`src/rtl/bsg_cache_dma_rr_mux_pkg.sv`:
```
// Shared types for the cache DMA round-robin mux: send FSM states, the
// outstanding-read tag struct macro and a safe clog2 helper.

`define DECLARE_BSG_CACHE_DMA_RR_TAG_S(lg_num_dma) \
  typedef struct packed { \
    logic [lg_num_dma-1:0] id; \
    logic                  uncached; \
  } bsg_cache_dma_rr_tag_s

package bsg_cache_dma_rr_mux_pkg;

  typedef enum logic [0:0] {
    eSendIdle,
    eSendWData
  } sendState_e;

  function automatic int safeClog2(input int n);
    return (n > 1) ? $clog2(n) : 1;
  endfunction

endpackage

```
`src/rtl/bsg_cache_dma_rr_mux_tag_fifo.sv`:
```
// Small circular FIFO holding one tag per outstanding read, in issue order.

module bsg_cache_dma_rr_mux_tag_fifo
  import bsg_cache_dma_rr_mux_pkg::*;
#(
  parameter int width_p = 2,
  parameter int els_p   = 4
) (
  input  logic               clk_i,
  input  logic               reset_i,
  input  logic               v_i,
  input  logic [width_p-1:0] data_i,
  output logic               ready_o,
  output logic               v_o,
  output logic [width_p-1:0] data_o,
  input  logic               yumi_i
);

  localparam int ptrWidth = safeClog2(els_p);
  localparam int cntWidth = $clog2(els_p + 1);
  localparam logic [ptrWidth-1:0] lastSlot = ptrWidth'(els_p - 1);

  logic [width_p-1:0]  mem_q [els_p];
  logic [ptrWidth-1:0] wrPtr_q, rdPtr_q;
  logic [cntWidth-1:0] count_q;
  logic                push, pop;

  assign ready_o = (count_q != cntWidth'(els_p));
  assign v_o     = (count_q != '0);
  assign data_o  = mem_q[rdPtr_q];
  assign push    = v_i & ready_o;
  assign pop     = yumi_i & v_o;

  always_ff @(posedge clk_i) begin
    if (push) mem_q[wrPtr_q] <= data_i;
  end

  always_ff @(posedge clk_i) begin
    if (reset_i) begin
      wrPtr_q <= '0;
      rdPtr_q <= '0;
      count_q <= '0;
    end else begin
      if (push) wrPtr_q <= (wrPtr_q == lastSlot) ? '0 : wrPtr_q + 1'b1;
      if (pop)  rdPtr_q <= (rdPtr_q == lastSlot) ? '0 : rdPtr_q + 1'b1;
      count_q <= count_q + cntWidth'(push) - cntWidth'(pop);
    end
  end

endmodule

```
`src/rtl/bsg_cache_dma_rr_mux.sv`:
```
// Round-robin share of one cache DMA port among num_dma_p caches.
// Optional macro BSG_CACHE_DMA_RR_MUX_READ_DURING_WRITE_EN lets other caches' reads through during a write burst.

module bsg_cache_dma_rr_mux
  import bsg_cache_dma_rr_mux_pkg::*;
#(
  parameter int num_dma_p        = 2,
  parameter int dma_addr_width_p = 32,
  parameter int dma_mask_width_p = 8,
  parameter int dma_ways_p       = 8,
  parameter int dma_data_width_p = 64,
  parameter int dma_burst_len_p  = 4,
  parameter int max_reads_p      = 4,
  localparam int lg_num_dma_lp   = safeClog2(num_dma_p),
  localparam int lg_ways_lp      = safeClog2(dma_ways_p),
  localparam int dma_pkt_width_lp = 2 + lg_ways_lp + dma_mask_width_p + dma_addr_width_p
) (
  input  logic clk_i,
  input  logic reset_i,

  input  logic [num_dma_p-1:0][dma_pkt_width_lp-1:0] dma_pkt_i,
  input  logic [num_dma_p-1:0]                       dma_pkt_v_i,
  output logic [num_dma_p-1:0]                       dma_pkt_yumi_o,

  output logic [num_dma_p-1:0][dma_data_width_p-1:0] dma_data_o,
  output logic [num_dma_p-1:0]                       dma_data_v_o,
  input  logic [num_dma_p-1:0]                       dma_data_ready_and_i,

  input  logic [num_dma_p-1:0][dma_data_width_p-1:0] dma_data_i,
  input  logic [num_dma_p-1:0]                       dma_data_v_i,
  output logic [num_dma_p-1:0]                       dma_data_yumi_o,

  output logic [dma_pkt_width_lp-1:0]                dma_pkt_o,
  output logic                                       dma_pkt_v_o,
  input  logic                                       dma_pkt_yumi_i,

  input  logic [dma_data_width_p-1:0]                dma_data_i_shared,
  input  logic                                       dma_data_v_i_shared,
  output logic                                       dma_data_ready_and_o_shared,

  output logic [dma_data_width_p-1:0]                dma_data_o_shared,
  output logic                                       dma_data_v_o_shared,
  input  logic                                       dma_data_yumi_i_shared
);

  `DECLARE_BSG_CACHE_DMA_RR_TAG_S(lg_num_dma_lp);

  localparam int cntWidth = safeClog2(dma_burst_len_p);
  localparam logic [cntWidth-1:0]      burstLast = cntWidth'(dma_burst_len_p - 1);
  localparam logic [lg_num_dma_lp-1:0] lastId    = lg_num_dma_lp'(num_dma_p - 1);
  localparam logic [lg_num_dma_lp:0]   numDma    = (lg_num_dma_lp+1)'(num_dma_p);

  sendState_e                 state_q;
  logic [lg_num_dma_lp-1:0]   rrPtr_q, lockId_q;
  logic [cntWidth-1:0]        wrCnt_q, wrLast_q, rdCnt_q, rdCnt_d;

  logic [num_dma_p-1:0]       eligible;
  logic [lg_num_dma_lp-1:0]   winnerId;
  logic [lg_num_dma_lp:0]     candSum;
  logic                       found, readOk, pktFire, winWrite, winUncached;
  logic                       inWData, evictFire;
  logic                       tagReady, tagValid, tagPush, tagPop, fillFire, fillLast;
  bsg_cache_dma_rr_tag_s      tagIn, tagHead;

  // Eligibility and grant use only registered state plus the raw valids.
  always_comb begin
    eligible = '0;
    readOk   = 1'b0;
    for (int i = 0; i < num_dma_p; i++) begin
      readOk = (state_q == eSendIdle);
`ifdef BSG_CACHE_DMA_RR_MUX_READ_DURING_WRITE_EN
      readOk = readOk | (lg_num_dma_lp'(i) != lockId_q);
`endif
      if (dma_pkt_v_i[i]) begin
        if (dma_pkt_i[i][dma_pkt_width_lp-1]) eligible[i] = (state_q == eSendIdle);
        else                                  eligible[i] = readOk & tagReady;
      end
    end
  end

  always_comb begin
    winnerId = '0;
    found    = 1'b0;
    candSum  = '0;
    for (int k = 0; k < num_dma_p; k++) begin
      candSum = {1'b0, rrPtr_q} + (lg_num_dma_lp+1)'(k);
      if (candSum >= numDma) candSum = candSum - numDma;
      if (!found && eligible[candSum[lg_num_dma_lp-1:0]]) begin
        found    = 1'b1;
        winnerId = candSum[lg_num_dma_lp-1:0];
      end
    end
  end

  assign dma_pkt_o   = dma_pkt_i[winnerId];
  assign dma_pkt_v_o = found;
  assign pktFire     = dma_pkt_yumi_i & found;
  assign winWrite    = dma_pkt_o[dma_pkt_width_lp-1];
  assign winUncached = dma_pkt_o[dma_pkt_width_lp-2];
  assign inWData     = (state_q == eSendWData);
  assign evictFire   = inWData & dma_data_yumi_i_shared;

  always_comb begin
    dma_pkt_yumi_o  = '0;
    dma_data_yumi_o = '0;
    if (pktFire) dma_pkt_yumi_o[winnerId] = 1'b1;
    if (inWData) dma_data_yumi_o[lockId_q] = dma_data_yumi_i_shared;
  end

  assign dma_data_o_shared   = dma_data_i[lockId_q];
  assign dma_data_v_o_shared = inWData & dma_data_v_i[lockId_q];

  always_ff @(posedge clk_i) begin
    if (reset_i) begin
      state_q  <= eSendIdle;
      rrPtr_q  <= '0;
      lockId_q <= '0;
      wrCnt_q  <= '0;
      wrLast_q <= '0;
    end else begin
      if (pktFire) rrPtr_q <= (winnerId == lastId) ? '0 : winnerId + 1'b1;
      case (state_q)
        eSendIdle: begin
          if (pktFire && winWrite) begin
            state_q  <= eSendWData;
            lockId_q <= winnerId;
            wrLast_q <= winUncached ? '0 : burstLast;
            wrCnt_q  <= '0;
          end
        end
        eSendWData: begin
          if (evictFire) begin
            if (wrCnt_q == wrLast_q) begin
              state_q <= eSendIdle;
              wrCnt_q <= '0;
            end else begin
              wrCnt_q <= wrCnt_q + 1'b1;
            end
          end
        end
        default: state_q <= eSendIdle;
      endcase
    end
  end

  // Receive side: the oldest outstanding read owns every returning fill beat.
  assign tagPush        = pktFire & ~winWrite;
  assign tagIn.id       = winnerId;
  assign tagIn.uncached = winUncached;

  bsg_cache_dma_rr_mux_tag_fifo #(
    .width_p ($bits(bsg_cache_dma_rr_tag_s)),
    .els_p   (max_reads_p)
  ) tagFifo (
    .clk_i   (clk_i),
    .reset_i (reset_i),
    .v_i     (tagPush),
    .data_i  (tagIn),
    .ready_o (tagReady),
    .v_o     (tagValid),
    .data_o  (tagHead),
    .yumi_i  (tagPop)
  );

  assign dma_data_o = {num_dma_p{dma_data_i_shared}};
  assign dma_data_ready_and_o_shared = tagValid & dma_data_ready_and_i[tagHead.id];
  assign fillFire = dma_data_ready_and_o_shared & dma_data_v_i_shared;
  assign fillLast = tagHead.uncached | (rdCnt_q == burstLast);
  assign tagPop   = fillFire & fillLast;

  always_comb begin
    dma_data_v_o = '0;
    if (tagValid) dma_data_v_o[tagHead.id] = dma_data_v_i_shared;
    rdCnt_d = rdCnt_q;
    if (fillFire) rdCnt_d = fillLast ? '0 : rdCnt_q + 1'b1;
  end

  always_ff @(posedge clk_i) begin
    if (reset_i) rdCnt_q <= '0;
    else         rdCnt_q <= rdCnt_d;
  end

endmodule

```
`config.mk`:
```
export PLATFORM = sky130hd
export DESIGN_NAME = bsg_cache_dma_rr_mux
export DESIGN_NICKNAME = d
export VERILOG_FILES = /design/src/rtl/bsg_cache_dma_rr_mux_pkg.sv /design/src/rtl/bsg_cache_dma_rr_mux_tag_fifo.sv /design/src/rtl/bsg_cache_dma_rr_mux.sv
export SDC_FILE = /design/constraint.sdc
export NUM_CORES = 1
export LEC_CHECK = 0
export ABC_AREA = 1
export CAP_MARGIN = 40
export CORE_AREA = 2 2 212 214
export DETAILED_ROUTE_END_ITERATION = 6
export DIE_AREA = 0 0 214 216
export MAX_ROUTING_LAYER = met4
export PLACE_DENSITY = 0.44
export SYNTH_ARGS = -nofsm -noshare
export SYNTH_HDL_FRONTEND = slang
export SYNTH_HIERARCHICAL = 1
export SYNTH_SLANG_ARGS = --single-unit
```
`constraint.sdc`:
```
create_clock -name clk_i -period 7.8 [get_ports clk_i]
set_input_delay 0.78 -clock clk_i [delete_from_list [all_inputs] [get_ports clk_i]]
set_output_delay 0.78 -clock clk_i [all_outputs]
set_load 0.05 [all_outputs]
```
After elaboration in Yosys (flattened, before gate mapping)
Memory sizes are Yosys's and may differ from the RTL's. A register that Yosys moved wholly into a read port is not among the register bits.
Index checks and enable logic that the tools add are counted.

storage, ports and cells
  word-level logic and storage cells = 109
  output and inout port bits = 246
  flip-flop bits (word level) = 16
  memory bits (writable) = 8
  memories = 1

memory list
  memory         words  bits a word  read ports  clocked after memory_dff  wr ports  line                                 source
  tagFifo.mem_q  4      2            1           1                         1         bsg_cache_dma_rr_mux_tag_fifo.sv:23  logic [width_p-1:0] mem_q [els_p];

operators by class
  add/subtract/negate cells = 10
  bitwise gates (word level) = 15
  reduce and logical (&&, ||, !) cells = 9
  order comparisons = 10
  equality and inequality tests = 7
  multiplexer cells = 48

operators by type and width
  operator                                                                              number
  64-bit two-way mux                                                                    2
  45-bit two-way mux                                                                    2
  1-bit two-way mux                                                                     27
  2-bit two-way mux                                                                     12
  1-bit bitwise AND                                                                     10
  1-bit by 2-bit less-than comparator with 1-bit output (second input constant)         5
  2-bit by 1-bit adder with 2-bit output (second input constant)                        4
  2-bit equality test (second input constant)                                           3
  1-bit logical AND                                                                     5
  2-bit bitwise AND                                                                     2
  2-bit by 1-bit inequality test with 1-bit output (second input constant)              2
  2-bit case mux with 2 select lines                                                    1
  2-bit AND reduction                                                                   2
  3-bit by 1-bit adder with 3-bit output                                                1
  1-bit demux with 1-bit select                                                         3
  1-bit greater-or-equal comparator (second input constant)                             3
  3-bit inequality test (second input constant)                                         1
  3-bit nonzero test                                                                    1
  3-bit by 1-bit subtractor with 3-bit output                                           1
  1-bit by 1-bit adder with 2-bit output (second input constant)                        1
  2-bit equality test                                                                   1
  1-bit by 2-bit greater-or-equal comparator with 1-bit output (second input constant)  1
  2-bit greater-or-equal comparator (second input constant)                             1
  1-bit NOT                                                                             2
  other kinds (5)                                                                       6

Logic depth before layout (Yosys ltp)
Gate-level depths: netlist of the first run.

  word-level depth = 17
  mapped depth = 21
  gate-level depth less buffers = 20

By module
The synthesis of the first run kept the hierarchy.

modules (own cells, without submodules)
  module                         times used  seq. area each (um^2)  area an instance (um^2)  cells each
  bsg_cache_dma_rr_mux           1           160.2                  2,852.7                  560
  bsg_cache_dma_rr_mux_tag_fifo  1           420.4                  818.3                    83

Worst setup path after synthesis of the first run
Ideal clock, no wire load.

  kind = input to register
  from = input dma_data_ready_and_i[0]
  to = register tagFifo.count_q[2]
  slack = 4.437 ns
  data arrival time = 3.251 ns
  stages = 14
  path buffers = 0
  cells stage by stage = o21ai_0 > nor2_1 > nand2_1 > nor2_1 > a21boi_4 > ha_1 > inv_1 > ha_1 > inv_1 > fa_1 > inv_1 > nand2_1 > nand2_1 > nor2_1

on the way
  cells in the longest elaborated chain, start to end = 7

RTL lines
  item                                                  line                                 source
  from (decl)                                           bsg_cache_dma_rr_mux.sv:27           input logic [num_dma_p-1:0] dma_data_ready_and_i,
  1-bit two-way mux (implied by the code) (2 in a row)  bsg_cache_dma_rr_mux.sv:166          assign dma_data_ready_and_o_shared = tagValid & dma_data_ready_and_i[tagHead.id];
  1-bit bitwise AND                                     bsg_cache_dma_rr_mux.sv:166
  via dma_data_ready_and_o_shared                       bsg_cache_dma_rr_mux.sv:39           output logic dma_data_ready_and_o_shared,
  1-bit bitwise AND                                     bsg_cache_dma_rr_mux.sv:167          assign fillFire = dma_data_ready_and_o_shared & dma_data_v_i_shared;
  1-bit bitwise AND                                     bsg_cache_dma_rr_mux.sv:169          assign tagPop = fillFire & fillLast;
  via tagPop                                            bsg_cache_dma_rr_mux.sv:62           logic tagReady, tagValid, tagPush, tagPop, fillFire, fillLast;
  1-bit bitwise AND                                     bsg_cache_dma_rr_mux_tag_fifo.sv:32  assign pop = yumi_i & v_o;
  3-bit by 1-bit subtractor with 3-bit output           bsg_cache_dma_rr_mux_tag_fifo.sv:46  count_q <= count_q + cntWidth'(push) - cntWidth'(pop);
  to (signal assigned)                                  bsg_cache_dma_rr_mux_tag_fifo.sv:46
  to (decl)                                             bsg_cache_dma_rr_mux_tag_fifo.sv:25  logic [cntWidth-1:0] count_q;

The timed path passes the listed nets, and every way through them passes these cells. The select of a mux whose other input is x is not followed.
A chain may end at the register's enable or synchronous reset.

Worst setup path in the final report of the first run
  from = input dma_pkt_v_i[1]
  to = output dma_pkt_o[16]

on the way
  cells in the longest elaborated chain, start to end = 9
  elaborated cells on any way between the ends = 12

RTL lines
  item                                                       line                        source
  from (decl)                                                bsg_cache_dma_rr_mux.sv:22  input logic [num_dma_p-1:0] dma_pkt_v_i,
  1-bit two-way mux (*)                                      bsg_cache_dma_rr_mux.sv:74  if (dma_pkt_v_i[i]) begin
  1-bit two-way mux (implied by the code) (2 in a row)       bsg_cache_dma_rr_mux.sv:88  if (!found && eligible[candSum[lg_num_dma_lp-1:0]]) begin
  1-bit two-way mux                                          bsg_cache_dma_rr_mux.sv:88
  1-bit logical NOT                                          bsg_cache_dma_rr_mux.sv:88
  1-bit logical AND                                          bsg_cache_dma_rr_mux.sv:88
  1-bit two-way mux (*)                                      bsg_cache_dma_rr_mux.sv:88
  45-bit two-way mux (implied by the code) (*) (2 in a row)  bsg_cache_dma_rr_mux.sv:95  assign dma_pkt_o = dma_pkt_i[winnerId];
  to (decl)                                                  bsg_cache_dma_rr_mux.sv:33  output logic [dma_pkt_width_lp-1:0] dma_pkt_o,

Every way passes the cells marked *; elsewhere a longest branch is shown, timed or not. The select of a mux whose other input is x is not followed.

==> impl_metrics.tcl, run 1 <==
set metrics [dict create \
    max_slew.worst_pin.slew_ns 0.7318 \
    io_buffer_count 346 \
    cts.sinks 25 \
    async_flop_share 0 \
    via_count 4380 \
    period_minus_slack_ns 4.467 \
    antenna_found_initial 0 \
    drt_iter0_drc 126 \
    p_sw_w 0.0005216 \
    drv_slew 0 \
    coreArea_sq_mm 0.04384 \
    synth_nets 945 \
    diodes 0 \
    powerDensity_mw_per_mm2 146.5 \
    cpPeakStageDelay_ns 0.88 \
    finalPower_w 0.001009 \
    dpl.hpwl_um 17360 \
    path_cells "clkdlybuf4s50_1 > inv_1 > nor2_1 > nand2_2 > inv_2 > nand2_4 > inv_4 > nand2_1 > nand2_1 > clkdlybuf4s50_1" \
    critical_path_peak_fanout 50 \
    cp-end-kind "primary output" \
    die_area_sq_mm 0.04622 \
    die_x_um 214 \
    cp-start-kind "input pin" \
    cap_violations 0 \
    synth_edf_count 8 \
    via_per_inst 3.050 \
    synthToLayoutAreaGrowth_pct 87.49 \
    rsz0062_at_grt "no" \
    drc_errors 0 \
    ant_nets 0 \
    period_share 0.5727 \
    root_buffer "clkbuf_16" \
    start_util 0.08374 \
    grt_pass1_wl_um 27480 \
    synth_cell_types 34 \
    worst_ep_required_time_ns 7.02 \
    cts_tree "done" \
    synth_ff_type "dfxtp_1" \
    clockBufferDepth 2 \
    setup_tns_ns 0 \
    clkLatencyLatePin_ns 0.26 \
    rows 77 \
    intPower_w 0.0004870 \
    htreeDepth 1 \
    synth_area_per_cell_sq_um 5.709 \
    cts_made_buffers 3 \
    power_frac_clock 0.119 \
    nNetsFinal 1147 \
    die_height_um 216 \
    hold_buffers 0 \
    cts_resized 0 \
    seq_area_sq_um 581.8 \
    pwr-share-comb 0.730 \
    fillers 5069 \
    swShare 0.5172 \
    grt_overflow 0 \
    hp-class "register to register" \
    multi_input_area_sq_mm 0.001872 \
    syn_inst 643 \
    power_frac_seq 0.151 \
    path_clk_slew_ns 0.07 \
    drive_gt1_frac 0.03436 \
    synth-seq-cells 25 \
    ir_drop_mv 0.07753 \
    dr.pass1.iters 4 \
    boundaryPins 539 \
    finalClockSkew_ns 0.002185 \
    post-cts-setup-buffers 0 \
    seq_area_frac_synth 0.1581 \
    status "finished, final reports clean" \
    p_leak_nw 2.958 \
    cp_data_arrival_time_ns 3.69 \
    grt_pass1_vias 4418 \
    ys.warnings.count 6 \
    avgRoutedWirePerCell_um 13.79 \
    setup_viol 0 \
    syn_area_sq_mm 0.003671 \
    maxSlewHeadroom 0.5121 \
    fmax_mhz 223.9 \
    path_class "input pin to primary output" \
    critPathSlowestCell "clkdlybuf4s50_1" \
    hold_viol 0 \
    gp_congestion 0.8149 \
    wl_um 19810 \
    track_usage 0.08049 \
    grt_max_degree 67 \
]
==> registers in the layout, summed over array words and instances (netlist names), named ones only <==
register / flops
tagFifo/rdPtr_q: 2
tagFifo/mem_q: 8
tagFifo/count_q: 3
lockId_q: 1
inWData: 1
wrCnt_q: 2
tagFifo/wrPtr_q: 2
wrLast_q: 1
rdCnt_q: 2
rrPtr_q: 1
==> layer usage <==
layer,routed length (um),vias to the layer above,GRT usage
met5,0,-,-
met4,516,0,0.02331
met3,1564,60,0.02001
met2,10400,257,0.1499
met1,7322,1856,0.08330
li1,-,2207,-
==> power by group through the flow <==
| stage | registers (W) | logic [W] | clock network, W |
|---|---|---|---|
| 2_1_floorplan | 0.000153 | 0.000603 | 0 |
| 3_3_place_gp | 0.000156 | 0.000747 | 0 |
| 3_5_place_dp | 0.000156 | 0.000747 | 0 |
| 4_1_cts | 0.000153 | 0.000749 | 0.000125 |
| 5_1_grt | 0.000154 | 0.000779 | 0.000131 |
| 6_report | 0.000152 | 0.000736 | 0.000120 |
==> synthesized netlist by cell type (all sizes together), types with 2 or more instances <==
cell | n | share of area
nand2 | 349 | 0.37
buf | 143 | 0.29
nor2 | 38 | 0.043
inv | 33 | 0.034
dfxtp | 17 | 0.093
o21ai | 13 | 0.019
clkbuf | 8 | 0.0082
edfxtp | 8 | 0.065
ha | 8 | 0.027
a21oi | 7 | 0.012
nand3 | 4 | 0.0089
nand3b | 4 | 0.0092
nor3 | 3 | 0.0041
o22ai | 2 | 0.0034
==> final timing paths <==
path | from | endpoint | slack (ns) | cells past startpoint
setup / recovery | dma_pkt_v_i[1] | dma_pkt_o[16] | 3.33 | 10
hold / removal | rdCnt_q[1] | rdCnt_q[1] | 0.48 | 2
setup reg to reg | tagFifo/count_q[1] | tagFifo/count_q[2] | 4.46 | 19
hold reg to reg | rdCnt_q[1] | rdCnt_q[1] | 0.48 | 2
==> stage by stage <==
step | cell area [sq um] | hold slack (ns) | setup slack (ns) | utilization | cells
after floorplan | 3671 | 0.4424 | 4.437 | - | 643
after global placement | 6799 | 0.4550 | 3.190 | 0.1551 | 1432
after detailed placement | 6799 | 0.4675 | 3.254 | 0.1551 | 1432
after CTS | 6883 | 0.4779 | 3.245 | 0.1570 | 1436
after global routing | 6883 | 0.5098 | 3.115 | 0.1570 | 1436
final | 6883 | 0.4787 | 3.333 | 0.1570 | 1436
==> area by class of cell <==
type / count / area share
Clock inverter: 1 / 0.001272
Multi-Input combinational cell: 434 / 0.2720
Timing Repair Buffer: 348 / 0.5054
Sequential cell: 25 / 0.08453
Tap cell: 592 / 0.1076
Clock buffer: 3 / 0.01091
Inverter: 33 / 0.01836
==> worst max-delay path, delay by kind of cell <==
family,cells,cell delay (ns)
buf+inv,5,2.02
simple gates,5,0.79
==> cells in the final DEF, fill, tap and decap left out, types with 2 or more instances in the layout <==
| cell | Yosys | layout |
|---|---|---|
| nor3_1 | 3 | 3 |
| nor2_1 | 34 | 34 |
| inv_2 | 3 | 4 |
| a21oi_1 | 5 | 5 |
| dfxtp_1 | 17 | 16 |
| clkdlybuf4s50_1 | 0 | 346 |
| a21oi_2 | 2 | 2 |
| ha_1 | 8 | 8 |
| buf_4 | 128 | 2 |
| nand3b_1 | 3 | 3 |
| o21ai_0 | 11 | 11 |
| clkbuf_16 | 0 | 3 |
| inv_1 | 29 | 28 |
| nand2_1 | 343 | 343 |
| o22ai_1 | 2 | 2 |
| nand3_1 | 3 | 3 |
| edfxtp_1 | 8 | 8 |
| nor2_2 | 3 | 3 |
| nand2_2 | 3 | 3 |
| nand2_4 | 3 | 3 |
==> cell families (layout without fill, tap and decap cells) <==
logic type / count (synthesis) / after routing / synth area share
adders and majority gates: 9 / 9 / 0.03272
AOI/OAI and AO/OA: 23 / 23 / 0.03885
and+or+nand+nor: 400 / 400 / 0.4335
DFF: 25 / 25 / 0.1581
buffers and inverters: 184 / 385 / 0.3320
xor gates and xnor gates: 2 / 2 / 0.004773
Power figures use the tool's default switching activity.
==> inputs of run 2 (changes only) <==
--- a/config.mk
+++ b/config.mk
@@ -7,11 +7,11 @@
 export LEC_CHECK = 0
 export ABC_AREA = 1
 export CAP_MARGIN = 40
-export CORE_AREA = 2 2 212 214
+export CORE_AREA = 2 2 208 210
 export DETAILED_ROUTE_END_ITERATION = 6
-export DIE_AREA = 0 0 214 216
+export DIE_AREA = 0 0 210 212
 export MAX_ROUTING_LAYER = met4
-export PLACE_DENSITY = 0.44
+export PLACE_DENSITY = 0.45
 export SYNTH_ARGS = -nofsm -noshare
 export SYNTH_HDL_FRONTEND = slang
 export SYNTH_HIERARCHICAL = 1
==> constraint.sdc (replaced) <==
create_clock -name clk_i -period 4.25 [get_ports clk_i]
set_input_delay 0.425 -clock clk_i [delete_from_list [all_inputs] [get_ports clk_i]]
set_output_delay 0.425 -clock clk_i [all_outputs]
set_load 0.05 [all_outputs]
==> impl_metrics.tcl, run 2 (same netlist as run 1, synthesis figures left out) <==
set metrics [dict create \
    clockBufferDepth 2 \
    period_minus_slack_ns 3.342 \
    max_slew.worst_pin.slew_ns 0.7657 \
    hold_buffers 0 \
    largest_register_ffs 8 \
    p_leak_nw 2.974 \
    grt_pass1_vias 4184 \
    hold_path_end "rdCnt_q[1]" \
    antenna_found_initial 3 \
    start_util 0.08637 \
    boundaryPins 539 \
    fillers 4860 \
    gp_congestion 0.7557 \
    grt_pass1_wl_um 23860 \
    rrSetupSlack_ns 1.30 \
    period_share 0.7863 \
    coreArea_sq_mm 0.04251 \
    cp_data_arrival_time_ns 2.92 \
    dp.cells 1390 \
    grt_overflow 0 \
    path_cells "nor2_4 > nand2_4 > inv_1 > nand2_1 > nand2_2 > inv_2 > nand2_4 > buf_4 > nand2_1 > nand2_1 > clkdlybuf4s50_1" \
    reg2reg_depth 19 \
    rr_endpoint "tagFifo/count_q[2]" \
    cpPeakStageDelay_ns 0.80 \
    drt_iter0_drc 106 \
    via_count 4359 \
    dr.pass1.iters 4 \
    ant_nets 0 \
    reg2reg_from "tagFifo/count_q[1]" \
    fmax_mhz 299.2 \
    cts_made_buffers 3 \
    multi_input_area_sq_mm 0.001872 \
    avgRoutedWirePerCell_um 12.34 \
    worst_ep_required_time_ns 3.83 \
    seq_area_sq_um 581.8 \
    drv_slew 0 \
    final_cells 1397 \
    dpl.hpwl_um 14760 \
    path_class "register to primary output" \
    root_buffer "clkbuf_16" \
    rows 76 \
    setup_viol 0 \
    setup_tns_ns 0 \
    grt_max_degree 67 \
    cp_num_buf_inv 4 \
    cts_tree "done" \
    hp-class "register to register" \
    reg_top3 "tagFifo/mem_q x8, tagFifo/count_q x3" \
    status "finished, final reports clean" \
    die_area_sq_mm 0.04452 \
    cp.depth 11 \
    hold_viol 0 \
    path_clk_slew_ns 0.07 \
    drive_gt1_frac 0.04127 \
    largest-register "tagFifo/mem_q" \
    mostFrequentLayoutCell "clkdlybuf4s50_1" \
    cts_resized 0 \
    io_buffer_count 346 \
    via_per_inst 3.120 \
    die_x_um 210 \
    maxSlewHeadroom 0.4895 \
    synthToLayoutAreaGrowth_pct 86.78 \
    die_height_um 212 \
    cap_violations 0 \
    final_cell_mix "clkdlybuf4s50_1 (344), nand2_1 (343), nor2_1 (34)" \
    min_path_cells 2 \
    cts.sinks 25 \
    critPathSlowestCell "clkdlybuf4s50_1" \
    htreeDepth 1 \
    finalClockSkew_ns 0.005208 \
    crit_top_cell "nand2_1" \
    hold_start "rdCnt_q[1]" \
    track_usage 0.07202 \
    post-cts-setup-buffers 0 \
    cp-start-kind "register" \
    drc_errors 0 \
    powerDensity_mw_per_mm2 265.0 \
    wl_um 17240 \
    cp_top_family "buffers and inverters" \
    cp-end-kind "primary output" \
    ir_drop_mv 0.09977 \
    clkLatencyLatePin_ns 0.26 \
    rsz0062_at_grt "no" \
    critical_path_peak_fanout 34 \
    nNetsFinal 1151 \
]
## run 2: area by class of cell
class,count,share of cell area
diodes,3,0.001095
repair buffers,352,0.5109
inverters,33,0.01843
clock buffers,3,0.01095
multi-input cells,434,0.2730
flip-flops and latches,25,0.08485
well taps,546,0.09963
clock inverters,1,0.001095
## run 2: per-layer routing
metal,vias up,routed length (um),GRT usage
met1,1836,6262,0.07128
li1,2216,-,-
met3,56,1500,0.02038
met4,0,668,0.03130
met5,-,0,-
met2,251,8810,0.1321
## run 2: worst max-delay path by stage
stage | startpoint | end
after floorplan | register | tagFifo/count_q[2]
after global placement | dma_pkt_i[44] | dma_pkt_o[2]
after detailed placement | dma_pkt_i[44] | dma_pkt_o[5]
after CTS | tagFifo/count_q[1] | dma_pkt_o[5]
after global routing | tagFifo/count_q[1] | dma_pkt_o[5]
final | tagFifo/count_q[1] | dma_pkt_o[5]
## run 2: where the power goes
group          switching, W  total [W]  leakage [nW]  internal, W
combinational      0.000825    0.00133          2.73     0.000502
sequential        0.0000132   0.000278         0.212     0.000265
clock             0.0000837   0.000211        0.0371     0.000128
## run 2: per-stage QoR
| stage | util | setup WS [ns] | total power [W] | area, sq um | hold slack, ns |
|---|---|---|---|---|---|
| floorplan | - | 0.9517 | 0.001388 | 3671 | 0.4424 |
| global placement | 0.1592 | 0.9514 | 0.001628 | 6766 | 0.4605 |
| detailed placement | 0.1592 | 0.9201 | 0.001627 | 6766 | 0.4635 |
| CTS | 0.1611 | 0.8686 | 0.001845 | 6849 | 0.4740 |
| global route | 0.1613 | 0.7384 | 0.001917 | 6857 | 0.5090 |
| finish | 0.1613 | 0.9081 | 0.001817 | 6857 | 0.4710 |
## run 2: worst min-delay path, stage by stage (launching register included)
cell,delay [ns]
dfxtp_1,0.31
nand2_1,0.06
a21oi_1,0.05
